===== src/rtl/idac_code_seq_pkg.sv =====
`default_nettype none
// ============================================================================
// Module      : idac_code_seq_pkg
// Description : Shared types, default widths and the code clamp helper for
//               the multi-channel IDAC code sequencer.
//               Optional feature macro (used by the design files):
//               IDAC_CODE_SEQ_ONESHOT_EN
// Revision    : 1.0 - initial release
// ============================================================================
package idac_code_seq_pkg;

    localparam int              C_W_DEF        = 8;
    localparam int              C_NCH_DEF      = 2;
    localparam int              C_DW_DEF       = 16;
    localparam logic [15:0]     C_RST_CODE_DEF = 16'h007F;
    // Widest code the clamp helper handles; callers cast to and from it.
    localparam int              C_MAX_W        = 32;

    // Per-channel sequencing mode as presented on the mode input.
    typedef enum logic [1:0] {
        MODE_HOLD = 2'd0,
        MODE_UP   = 2'd1,
        MODE_DOWN = 2'd2,
        MODE_TRI  = 2'd3
    } mode_t;

    // Current travel direction of a channel.
    typedef enum logic {
        DIR_UP   = 1'b0,
        DIR_DOWN = 1'b1
    } dir_t;

    // Channel state: idle until the first start, then holding or moving.
    typedef enum logic [1:0] {
        CH_IDLE = 2'd0,
        CH_HOLD = 2'd1,
        CH_UP   = 2'd2,
        CH_DOWN = 2'd3
    } chan_st_t;

    // Clamp a code into [lo,hi]; an inverted range leaves the code untouched.
    function automatic logic [C_MAX_W-1:0] clamp_code(
        input logic [C_MAX_W-1:0] code,
        input logic [C_MAX_W-1:0] lo,
        input logic [C_MAX_W-1:0] hi
    );
        logic [C_MAX_W-1:0] res;
        res = code;
        if (lo <= hi) begin
            if (code < lo) begin
                res = lo;
            end else if (code > hi) begin
                res = hi;
            end
        end
        return res;
    endfunction

endpackage
`default_nettype wire


===== src/rtl/idac_code_seq_chan.sv =====
`default_nettype none
// ============================================================================
// Module      : idac_code_chan
// Description : One IDAC sequencer channel: code register, direction state
//               and the step / wrap / turn-around arithmetic, advanced by the
//               shared tick strobe from the top-level prescaler.
//               Optional feature macro: IDAC_CODE_SEQ_ONESHOT_EN
//               (UP/DOWN saturate at the limit and raise a sticky done).
// Revision    : 1.0 - initial release
// ============================================================================
module idac_code_chan
    import idac_code_seq_pkg::*;
#(
    parameter int           W   = C_W_DEF,
    parameter logic [W-1:0] RST = '0
) (
    input  logic         clk,
    input  logic         reset,
    input  logic         start,
    input  logic         tick,
    input  logic [1:0]   mode,
    input  logic [W-1:0] step,
    input  logic [W-1:0] lo,
    input  logic [W-1:0] hi,
    input  logic [W-1:0] init,
    output logic [W-1:0] code,
    output logic         done
);

    chan_st_t     r_state;
    chan_st_t     w_state_nxt;
    logic [W-1:0] r_code;
    logic [W-1:0] w_code_nxt;
    logic [W-1:0] w_init_clamp;
    logic [W:0]   w_sum;
    logic [W:0]   w_lo_step;
    logic [W:0]   w_code_ext;
    logic [W:0]   w_hi_ext;
    logic         w_frozen;
    mode_t        w_mode;
    dir_t         w_dir;

    assign w_mode       = mode_t'(mode);
    assign w_init_clamp = W'(clamp_code(C_MAX_W'(init), C_MAX_W'(lo), C_MAX_W'(hi)));
    // One extra bit so limit comparisons never see a wrapped sum.
    assign w_code_ext   = {1'b0, r_code};
    assign w_hi_ext     = {1'b0, hi};
    assign w_sum        = w_code_ext + {1'b0, step};
    assign w_lo_step    = {1'b0, lo} + {1'b0, step};
    // A zero step or an inverted range parks the channel without touching
    // its direction.
    assign w_frozen     = (step == '0) || (lo > hi);
    // A channel arriving in TRI from HOLD starts upward.
    assign w_dir        = (r_state == CH_DOWN) ? DIR_DOWN : DIR_UP;
    assign code         = r_code;

`ifdef IDAC_CODE_SEQ_ONESHOT_EN
    logic r_done;
    logic w_done_nxt;
    assign done = r_done;
`else
    assign done = 1'b0;
`endif

    // Next code and state: start reloads, otherwise step on tick.
    always_comb begin
        w_state_nxt = r_state;
        w_code_nxt  = r_code;
`ifdef IDAC_CODE_SEQ_ONESHOT_EN
        w_done_nxt  = r_done;
`endif
        if (start) begin
            w_code_nxt = w_init_clamp;
`ifdef IDAC_CODE_SEQ_ONESHOT_EN
            w_done_nxt = 1'b0;
`endif
            case (w_mode)
                MODE_UP, MODE_TRI: w_state_nxt = CH_UP;
                MODE_DOWN:         w_state_nxt = CH_DOWN;
                default:           w_state_nxt = CH_HOLD;
            endcase
        end else if (tick && (r_state != CH_IDLE)) begin
            case (w_mode)
                MODE_UP: begin
                    if (!w_frozen) begin
                        w_state_nxt = CH_UP;
`ifdef IDAC_CODE_SEQ_ONESHOT_EN
                        if (!r_done) begin
                            if (w_sum >= w_hi_ext) begin
                                w_code_nxt = hi;
                                w_done_nxt = 1'b1;
                            end else begin
                                w_code_nxt = w_sum[W-1:0];
                            end
                        end
`else
                        if (w_sum > w_hi_ext) begin
                            w_code_nxt = lo;
                        end else begin
                            w_code_nxt = w_sum[W-1:0];
                        end
`endif
                    end
                end
                MODE_DOWN: begin
                    if (!w_frozen) begin
                        w_state_nxt = CH_DOWN;
`ifdef IDAC_CODE_SEQ_ONESHOT_EN
                        if (!r_done) begin
                            if (w_code_ext <= w_lo_step) begin
                                w_code_nxt = lo;
                                w_done_nxt = 1'b1;
                            end else begin
                                w_code_nxt = r_code - step;
                            end
                        end
`else
                        if (w_code_ext < w_lo_step) begin
                            w_code_nxt = hi;
                        end else begin
                            w_code_nxt = r_code - step;
                        end
`endif
                    end
                end
                MODE_TRI: begin
                    if (!w_frozen) begin
                        if (w_dir == DIR_UP) begin
                            if (w_sum >= w_hi_ext) begin
                                w_code_nxt  = hi;
                                w_state_nxt = CH_DOWN;
                            end else begin
                                w_code_nxt  = w_sum[W-1:0];
                                w_state_nxt = CH_UP;
                            end
                        end else begin
                            if (w_code_ext <= w_lo_step) begin
                                w_code_nxt  = lo;
                                w_state_nxt = CH_UP;
                            end else begin
                                w_code_nxt  = r_code - step;
                                w_state_nxt = CH_DOWN;
                            end
                        end
                    end
                end
                default: w_state_nxt = CH_HOLD;
            endcase
        end
    end

    // Channel state and code registers.
    always_ff @(posedge clk) begin
        if (reset) begin
            r_state <= CH_IDLE;
            r_code  <= RST;
        end else begin
            r_state <= w_state_nxt;
            r_code  <= w_code_nxt;
        end
    end

`ifdef IDAC_CODE_SEQ_ONESHOT_EN
    // Sticky limit-reached flag, cleared by start.
    always_ff @(posedge clk) begin
        if (reset) begin
            r_done <= 1'b0;
        end else begin
            r_done <= w_done_nxt;
        end
    end
`endif

endmodule
`default_nettype wire


===== src/rtl/idac_code_seq.sv =====
`default_nettype none
// ============================================================================
// Module      : idac_code_seq
// Description : Multi-channel IDAC code sequencer. A shared dwell prescaler
//               produces the step instant; each channel steps its own code
//               in HOLD / UP / DOWN / TRI mode within live [lo,hi] limits.
//               Optional feature macro: IDAC_CODE_SEQ_ONESHOT_EN
//               (UP/DOWN channels stop at their limit; busy then drops).
// Revision    : 1.0 - initial release
// ============================================================================
module idac_code_seq
    import idac_code_seq_pkg::*;
#(
    parameter int                 W        = C_W_DEF,
    parameter int                 NCH      = C_NCH_DEF,
    parameter int                 DW       = C_DW_DEF,
    parameter logic [NCH*W-1:0]   RST_CODE = C_RST_CODE_DEF
) (
    input  logic                 clk,
    input  logic                 reset,
    input  logic                 en,
    input  logic                 start,
    input  logic [DW-1:0]        dwell,
    input  logic [2*NCH-1:0]     mode,
    input  logic [W*NCH-1:0]     step,
    input  logic [W*NCH-1:0]     lo,
    input  logic [W*NCH-1:0]     hi,
    input  logic [W*NCH-1:0]     init,
    output logic [W*NCH-1:0]     code,
    output logic                 tick,
    output logic                 busy,
    output logic [NCH-1:0]       done
);

    logic [DW-1:0] r_cnt;
    logic          r_tick;
    logic          r_busy;
    logic          w_tick;
    logic          w_busy_clear;

    // Terminal count; >= keeps the prescaler sane if dwell shrinks mid-run.
    assign w_tick = r_busy && en && (r_cnt >= dwell);
    assign tick   = r_tick;
    assign busy   = r_busy;

`ifdef IDAC_CODE_SEQ_ONESHOT_EN
    logic w_any_os;
    logic w_all_done;

    // Busy ends once every UP/DOWN channel has reached its limit.
    always_comb begin
        w_any_os   = 1'b0;
        w_all_done = 1'b1;
        for (int i = 0; i < NCH; i++) begin
            if ((mode[2*i +: 2] == MODE_UP) || (mode[2*i +: 2] == MODE_DOWN)) begin
                w_any_os = 1'b1;
                if (!done[i]) begin
                    w_all_done = 1'b0;
                end
            end
        end
    end
    assign w_busy_clear = w_any_os && w_all_done;
`else
    assign w_busy_clear = 1'b0;
`endif

    // Dwell prescaler, registered tick and busy flag.
    always_ff @(posedge clk) begin
        if (reset) begin
            r_cnt  <= '0;
            r_tick <= 1'b0;
            r_busy <= 1'b0;
        end else if (start) begin
            r_cnt  <= '0;
            r_tick <= 1'b0;
            r_busy <= 1'b1;
        end else begin
            r_tick <= w_tick;
            if (r_busy && en) begin
                r_cnt <= w_tick ? '0 : r_cnt + DW'(1);
            end
            if (w_busy_clear) begin
                r_busy <= 1'b0;
            end
        end
    end

    for (genvar g = 0; g < NCH; g++) begin : g_chan
        idac_code_chan #(
            .W   (W),
            .RST (RST_CODE[g*W +: W])
        ) u_chan (
            .clk   (clk),
            .reset (reset),
            .start (start),
            .tick  (w_tick),
            .mode  (mode[2*g +: 2]),
            .step  (step[g*W +: W]),
            .lo    (lo[g*W +: W]),
            .hi    (hi[g*W +: W]),
            .init  (init[g*W +: W]),
            .code  (code[g*W +: W]),
            .done  (done[g])
        );
    end

endmodule
`default_nettype wire


===== config.mk =====
export PLATFORM = sky130hd
export DESIGN_NAME = idac_code_seq
export DESIGN_NICKNAME = d
export VERILOG_FILES = /design/src/rtl/idac_code_seq_pkg.sv /design/src/rtl/idac_code_seq_chan.sv /design/src/rtl/idac_code_seq.sv
export SDC_FILE = /design/constraint.sdc
export NUM_CORES = 1
export LEC_CHECK = 0
export CORE_ASPECT_RATIO = 1.5
export CORE_UTILIZATION = 40
export CTS_BUF_LIST = sky130_fd_sc_hd__clkbuf_8
export DETAILED_ROUTE_END_ITERATION = 10
export PLACE_DENSITY_LB_ADDON = 0.25
export SYNTH_ARGS = -nofsm -noshare
export SYNTH_HDL_FRONTEND = slang
export SYNTH_HIERARCHICAL = 1
export SYNTH_SLANG_ARGS = --single-unit

===== constraint.sdc =====
create_clock -name clk -period 12.55 [get_ports clk]
set_clock_uncertainty 0.2 [all_clocks]
set_input_delay 2.51 -clock clk [delete_from_list [all_inputs] [get_ports clk]]
set_output_delay 2.51 -clock clk [all_outputs]
set_load 0.01 [all_outputs]

== After elaboration in Yosys (flattened, before gate mapping) ==
Index checks and enable logic that the tools add are counted.

* $lt $le $gt $ge: 17
* Reductions and logical operators: 21
* Mux-type cells: 51
* Multiply operators: 0
* Add/subtract/negate cells: 7
* Divide/modulo/power cells: 0
* Equal/unequal tests: 14
* Shift operators: 0
* Bitwise gates (word level): 0

{| class="wikitable"
|+ Operators with widths
! cell !! number
|-
| 2-to-1 mux 8 bit || 26
|-
| one-hot mux 8 bit (3 select lines) || 2
|-
| adder 8 x 8 -> 9 bit || 4
|-
| greater-than comparator 8 bit || 4
|-
| 2-to-1 mux 2 bit || 12
|-
| greater-or-equal comparator 9 x 8 -> 1 bit || 2
|-
| greater-than comparator 9 x 8 -> 1 bit || 2
|-
| less-or-equal comparator 8 x 9 -> 1 bit || 2
|-
| less-than comparator 8 x 9 -> 1 bit || 2
|-
| != test 3 bit (second input constant) || 6
|-
| adder 16 x 1 -> 16 bit (second input constant) || 1
|-
| greater-or-equal comparator 16 bit || 1
|-
| less-or-equal comparator 8 bit || 2
|-
| logical NOT 8 bit || 2
|-
| less-than comparator 8 bit || 2
|-
| 2-to-1 mux 16 bit || 1
|-
| subtractor 8 bit || 2
|-
| == test 2 bit (second input constant) || 6
|-
| one-hot mux 2 bit (3 select lines) || 2
|-
| AND reduction 5 bit || 2
|-
| one-hot mux 2 bit (2 select lines) || 2
|-
| AND reduction 4 bit || 2
|-
| nonzero test 2 bit || 4
|-
| nonzero test 4 bit || 2
|-
| other kinds (5) || 17
|}

* Memory bits (writable): 0
* Word-level logic and storage cells: 117
* Bits in registers: 38
* Memories kept: 0
* Memory bits (read-only): 0
* Output and inout port bits: 20
* Bits of input ports: 88
* Bits in latches: 0

== Depth between registers and ports, before layout ==
* Depth in word-level cells: 8
* Mapped depth: 19
* Gate-level depth less buffers: 17

== Modules after synthesis ==
Netlist, hierarchy kept.

{| class="wikitable"
|+ By module, submodules not included
! module !! area an instance (um^2) !! sequential area each (um^2) !! times used !! cells each
|-
| idac_code_chan at g_chan[1].u_chan || 3129.3 || 200.2 || 1 || 409
|-
| idac_code_chan at g_chan[0].u_chan || 3083.0 || 200.2 || 1 || 407
|-
| idac_code_seq || 1163.6 || 360.3 || 1 || 142
|}

== Worst setup path before layout ==
OpenSTA, ideal clock, no wires.

* Path kind: input to register
* Start point: input step[0]
* End point: register g_chan[0].u_chan.r_code[0]
* Arrival time: 5.851 ns
* Slack: 6.380 ns
* Stages: 16
* Setup time: 0.120 ns
* Buffers on the path: 0
* Data required time: 12.230 ns
* Cells stage by stage: ha_1 > fa_1 > a211o_1 > o211ai_2 > nand2b_1 > a21oi_1 > xor2_1 > ha_1 > a22oi_1 > o211ai_1 > o21ai_1 > nor3_4 > mux2_2 > a221oi_1 > o31ai_1 > a211o_1

* Cells in the longest elaborated chain, start to end: 8
* Elaborated cells on any way between the ends: 24
* Classes of those cells: 3 x add/sub; 4 x order compare; 3 x eq/ne; 11 x mux; 3 x reduce/logical

{| class="wikitable"
|+ RTL lines
! element !! line !! RTL
|-
| start: declaration || idac_code_seq.sv:25 || <nowiki>input logic [W*NCH-1:0] step,</nowiki>
|-
| adder 8 x 8 -> 9 bit, on equally long branches || idac_code_seq_chan.sv:48, idac_code_seq_chan.sv:49 ||
|-
| greater-or-equal comparator 9 x 8 -> 1 bit or less-or-equal comparator 8 x 9 -> 1 bit (tied branches) || idac_code_seq_chan.sv:129, idac_code_seq_chan.sv:137 ||
|-
| 2-to-1 mux 8 bit, on equally long branches || idac_code_seq_chan.sv:129, idac_code_seq_chan.sv:137 ||
|-
| 2-to-1 mux 8 bit || idac_code_seq_chan.sv:128 || <nowiki>if (w_dir == DIR_UP) begin</nowiki>
|-
| 2-to-1 mux 8 bit || idac_code_seq_chan.sv:127 || <nowiki>if (!w_frozen) begin</nowiki>
|-
| one-hot mux 8 bit (3 select lines) || idac_code_seq_chan.sv:83 || <nowiki>case (w_mode)</nowiki>
|-
| 2-to-1 mux 8 bit || idac_code_seq_chan.sv:82 || <nowiki>end else if (tick && (r_state != CH_IDLE)) begin</nowiki>
|-
| 2-to-1 mux 8 bit || idac_code_seq_chan.sv:72 || <nowiki>if (start) begin</nowiki>
|-
| end signal: assignment || idac_code_seq_chan.sv:159 || <nowiki>r_code <= w_code_nxt;</nowiki>
|-
| end: declaration || idac_code_seq_chan.sv:32 || <nowiki>logic [W-1:0] r_code;</nowiki>
|}

Parallel ways exist; a longest one is shown, timed or not. The select of a mux whose other input is x is not followed.
A chain may end at the register's enable or synchronous reset.

== Worst setup path in the final report ==
* Start point: input step[1]
* End point: register g_chan[0].u_chan.r_code[0]

The elaborated chain is that of the path after synthesis.

==> run summary <==
Hold Fails Final Rpt: 0
layout cell share with drive strength beyond 1: 4.96%
clock-pin slew on the worst setup and hold paths: 80 ps
routed via count: 7558
crit path launch: step[1]
P per Cell Area: 88.7 nW/um^2
gr busiest metal: met2
Post-synth EDFFs: 0
Initial Utilization: 40.9%
part of the Yosys area used for sequential elements: 10.3%
Startpoint Class: primary input
IO Pins: 108
vias per inst: 5.97
RSZ-0062 raised after global routing: no
met2 usage: 49.4%
Die Y: 168 um
Layout area overhead: 17.4%
Cells after Synth: 958
crit-path max FO: 11
cells resized by post-CTS repair: 0
antenna violations before repair: 0
Data required, critical path: 12540 ps
kind of critical path: in -> reg
setup bufs post-CTS: 0
CTS Buf Count: 5
Slew headroom: 33.3%
endpoints failing setup: 0
H-tree level count: 2
Core ar.: 18000 um^2
clock sink count: 38
Remaining Overflow, GRT: 0
most frequent cells in the layout: 141 x ha_1, 106 x nor2_1, 105 x clkdlybuf4s50_1
worst IR drop on VDD: 0.0433 mV
largest net degree at the start of global routing: 26
Seq cells post-synth: 38
Antenna Nets Post-Route: 0
ys async rst share: 0%
Post-route DRC: 0
Syn Nets: 1193
Hold Startpoint: r_cnt[1]$_SDFFE_PP0P_
Routed WL per cell: 18.9 um
Final Cycle Share: 56.5%
minimum clock period: 7090 ps
Hold Worst Slack: 334 ps
# hold bufs at CTS: 0
first-pass GRT wire length: 37800 um
count of pins over their slew limit: 0
setup TNS after final layout: 0 ps
Mean Syn Cell Area: 7.70 um^2
die area: 19000 um^2
worst hold path type: reg -> reg
MaxCap Viol Count: 0
drt first pass iters: 6
Warnings, synthesis: 6
Final Wtd Congestion: 0.955
# diodes: 0
drt total wl: 23900 um
f_max: 141 MHz
Root Buffer: clkbuf_8
Starting DRT DRC Count: 410
cell leakage power: 3.84 nW
M3 GR Usage: 1.91%
number of global-route vias before repair: 7405
WP data arrival: 7090 ps
main flop type after synthesis: dfxtp_1
TritonCTS clock tree: built
Mapped Area: 7380 um^2
most common cell after layout, fill and taps aside: ha_1
Clock Latency Late Sink: 300 ps
met1 GRT Util: 26.0%
Die Span X: 113 um
RR Startpoint: g_chan[0].u_chan/code[1]$_SDFFE_PP1P_
DP Wirelength: 19900 um
Synth cell types: 87
GRT Overall Usage: 25.4%
status: finished clean
worst-margin pin slew: 992 ps
Buffers on Ports: 105
clock buffer depth: 2
Net count, final: 1285
crit end category: flop
row cnt: 60
## path summary, 6_finish.rpt
| kind | end | slack [ps] | depth (start not counted) |
|---|---|---|---|
| setup / recovery | g_chan[0].u_chan/code[0]$_SDFFE_PP1P_ | 5460 | 17 |
| hold / removal | r_cnt[1]$_SDFFE_PP0P_ | 330 | 2 |
| setup reg to reg | g_chan[0].u_chan/code[0]$_SDFFE_PP1P_ | 7780 | 16 |
| hold reg to reg | r_cnt[1]$_SDFFE_PP0P_ | 330 | 2 |
## routing by layer
layer | part of all wire [%] | routed length, um | vias up
met5 | 0 | 0 | -
met4 | 6.3 | 1510 | 0
met3 | 4.0 | 951 | 86
met2 | 53 | 12700 | 251
met1 | 36 | 8700 | 3521
li1 | - | - | 3700
## critical path, stage by stage
cell and delay, ps:
clkdlybuf4s50_1 590, inv_1 160, fa_1 480, nor2_1 160, o311ai_1 130, a21oi_1 160, nor2_1 60, xor2_1 320
ha_1 330, a2111oi_0 420, o21ai_1 160, o221ai_1 310, and2b_1 440, mux2i_1 140, a221oi_1 290, o31ai_1 120
a211o_1 300
## metrics by stage
stage | total power [W] | setup slack, ps | std cells | instance area (um^2) | utilization (%)
after global routing | 0.000830 | 5100 | 1266 | 8660 | 48.0
after CTS | 0.000763 | 5510 | 1266 | 8660 | 48.0
after floorplan | 0.000536 | 6380 | 958 | 7380 | -
after detailed placement | 0.000672 | 5190 | 1260 | 8570 | 47.6
after global placement | 0.000668 | 5380 | 1260 | 8570 | 47.6
final | 0.000768 | 5460 | 1266 | 8660 | 48.0
## synthesized netlist by cell type (all sizes together) (4+ instances only)
library cell  instances  area share, %
a2111oi               5           0.93
a211o                 5           0.59
a211oi               12            1.4
a21o                 15            1.5
a21oi                77            5.3
a221oi                8            1.0
a22oi                 4           0.41
a31oi                11           0.93
and3                  6           0.54
buf                  17            1.8
clkbuf                9           0.46
dfxtp                38             10
fa                    6            1.6
ha                  141             24
inv                  96            4.9
mux2                  4           0.66
mux2i                35            4.7
nand2                44            2.2
nand2b               16            1.5
nand3                19            1.3
nand4                22            1.9
nor2                106            5.4
nor2b                13            1.1
nor3                 33            2.5
nor4                 10            1.3
o211a                 4           0.54
o211ai               11            1.2
o21a                 11            1.2
o21ai                38            2.6
o21bai               10            1.0
o221ai                9            1.1
o22ai                16            1.4
o311ai                4           0.48
o31ai                 6           0.61
or2                   6           0.51
xnor2                24            2.8
xor2                 23            2.7
## registers in the layout (all words and copies together) (netlist names)
register and flops:
g_chan.u_chan/code 16, r_cnt 16, g_chan.u_chan/r_state 4, busy 1, tick 1
## power breakdown
part | switching (W) | internal [W] | leakage, nW
Sequential | 0.0000161 | 0.000128 | 0.312
Clock | 0.0000464 | 0.0000425 | 0.0431
Combinational | 0.000303 | 0.000231 | 3.48
Total | 0.000366 | 0.000402 | 3.84
## area by class of cell
type                    count  area (um^2)
well taps                 217          272
inverters                  96          360
clock buffers               6         82.6
fillers                  1834         9360
repair buffers            111         1100
multi-input cells         798         6080
flip-flops and latches     38          761
## logic make-up (layout without fill, tap and decap cells)
kind of cell             count (synthesis)  count (layout)  share of synthesized area, %
XOR/XNOR                                47              47                          5.58
other                                    2               2                         0.102
AND/OR/NAND/NOR                        292             292                          20.2
multiplexers                            39              39                          5.41
flip-flops                              38              38                          10.3
adder cells (fa/ha/maj)                147             147                          25.5
AO/OA/AOI/OAI                          271             271                          25.7
buffers and inverters                  122             213                          7.19
(Power assumes the default switching activity.)
==> edit: new RTL, same flow settings <==
Register the input `step` before use, cleared by the reset. The logic sees it one clock later. The other inputs are not delayed to match.
--- a/src/rtl/idac_code_seq.sv
+++ b/src/rtl/idac_code_seq.sv
@@ -32,4 +32,14 @@
     output logic [NCH-1:0]       done
 );
+
+    logic [W*NCH-1:0] step_q;
+
+    always_ff @(posedge clk) begin
+        if (reset) begin
+            step_q <= '0;
+        end else begin
+            step_q <= step;
+        end
+    end
 
     logic [DW-1:0] r_cnt;
@@ -97,5 +107,5 @@
             .tick  (w_tick),
             .mode  (mode[2*g +: 2]),
-            .step  (step[g*W +: W]),
+            .step  (step_q[g*W +: W]),
             .lo    (lo[g*W +: W]),
             .hi    (hi[g*W +: W]),
Behaviour: not the same (a bounded check fails within 4 cycles, from zero or initial values and one cycle with reset high).
==> edit against the original RTL <==
Sequential cell count grew 16; maximum frequency up 8.1%; final cell count increased by 4.8%; first-iteration DRC count increased by 7.8%; power up 3.8%; worst setup slack improved by 0.53 ns; non-clock buffer count down 1; register-to-register slack gained 0.18 ns; synthesized area grew 5.5%; routed wire length increased by 2.9%; sequential share of layout area increased by 3.1 points; design area up 5.2%; largest cell class unchanged.
==> edit: results (changes against the original RTL) <==
| Metric | Value |
|---|---|
| Worst slack, placed | 5.696 ns (+0.5064 ns) |
| Distinct cells, synth | 84 (-3.4%) |
| Worst-path fanout max | 13 (+2) |
| First-pass DRT Iterations | 5 (-1) |
| Synthesized net count | 1219 (+2.2%) |
| Synth top cells by count | 141 x ha_1, 97 x inv_1, 97 x nor2_1, 68 x a21oi_1, 54 x dfxtp_1 |
| Met2 routed WL | 12800 um (+0.66%) |
| Sequential cell count | 54 (+42%) |
| Multi-input gates | 802 (+0.50%) |
| Placed cells | 1319 (+4.7%) |
| Largest net degree at the start of global routing | 42 (+62%) |
| Syn Area/Cell | 7.912 um^2 (+2.8%) |
| Critical register-to-register path endpoint | g_chan[1].u_chan/code[7]$_SDFFE_PP0P_ |
| Smallest hold slack | 0.3339 ns (-0.0003570 ns) |
| Met1 usage | 25.67% (-0.35 points) |
| Drt wl/cell | 18.50 um (-1.9%) |
| Non-Clock Inverter Count | 97 (+1.0%) |
| Vias in the first global route | 7637 (+3.1%) |
| Non-clock buffering overhead | 11.90% (-0.76 points) |
| Routing usage on met3 | 1.262% (-0.65 points) |
| Avg Vias per Cell | 5.812 (-2.7%) |
| R2R Setup Slk | 7.96 ns (+0.18 ns) |
| TAP cells | 256 (+18%) |
| Max IR drop VDD | 56.49 uV (+30%) |
| Area after DPL | 9009 um^2 (+5.1%) |
| Lkg Pwr | 3.971 nW (+3.5%) |
| Status | completed |
| Clock transition at the registers of the reported paths | 0.12 ns (+0.04 ns) |
| Worst-skew pair later-pin latency | 0.32 ns (+0.02 ns) |
| Clk cell area share | 1.072% (+0.12 points) |
| Worst setup path end | g_chan[1].u_chan/code[4]$_SDFFE_PP0P_ |
| Hold Startpoint | r_cnt[15]$_SDFFE_PP0P_ |
| Worst reg2reg startpoint | step_q[9]$_SDFF_PP0_ |
| M2 GR Usage | 46.85% (-2.6 points) |
| First-pass GRT wire length | 38590 um (+2.0%) |
| CLK BUF | 5 (-1) |
| Fraction of area in registers | 11.87% (+3.1 points) |
| Hold path endpoint | r_cnt[15]$_SDFFE_PP0P_ |
| Final Util | 47.72% (-0.32 points) |
| M1 WL | 9168 um (+5.4%) |
| Dpl hpwl | 20240 um (+1.9%) |
| Worst-Margin Slew | 0.9617 ns (-0.02997 ns) |
| Via count | 7712 (+2.0%) |
edit: kinds of logic (layout without fill, tap and decap cells):
kind of cell | after synthesis | in the layout | share of synthesized area, %
compound gates | 264 | 264 | 24.22
xor+xnor | 47 | 47 | 5.288
fa+ha+maj | 147 | 147 | 24.20
buf+inv | 128 | 215 | 6.991
flops | 54 | 54 | 13.89
mux | 39 | 39 | 5.030
other cells | 2 | 2 | 0.09647
simple gates | 303 | 303 | 20.28
edit: worst max-delay path: stages:
cell	delay, ns
clkdlybuf4s50_1	0.54
ha_1	0.29
fa_1	0.43
a211oi_2	0.27
o21bai_1	0.10
a21oi_1	0.18
xor2_1	0.09
ha_1	0.32
a22oi_1	0.08
o211ai_1	0.10
a31oi_1	0.11
nor4_4	0.76
mux2i_1	0.27
o22ai_1	0.11
nor3_1	0.33
a2111oi_2	0.07
edit: where the power goes:
group	internal [mW]	leakage, nW	switching (mW)
sequential	0.181	0.445	0.0165
combinational	0.212	3.48	0.276
clock	0.0421	0.0506	0.0703
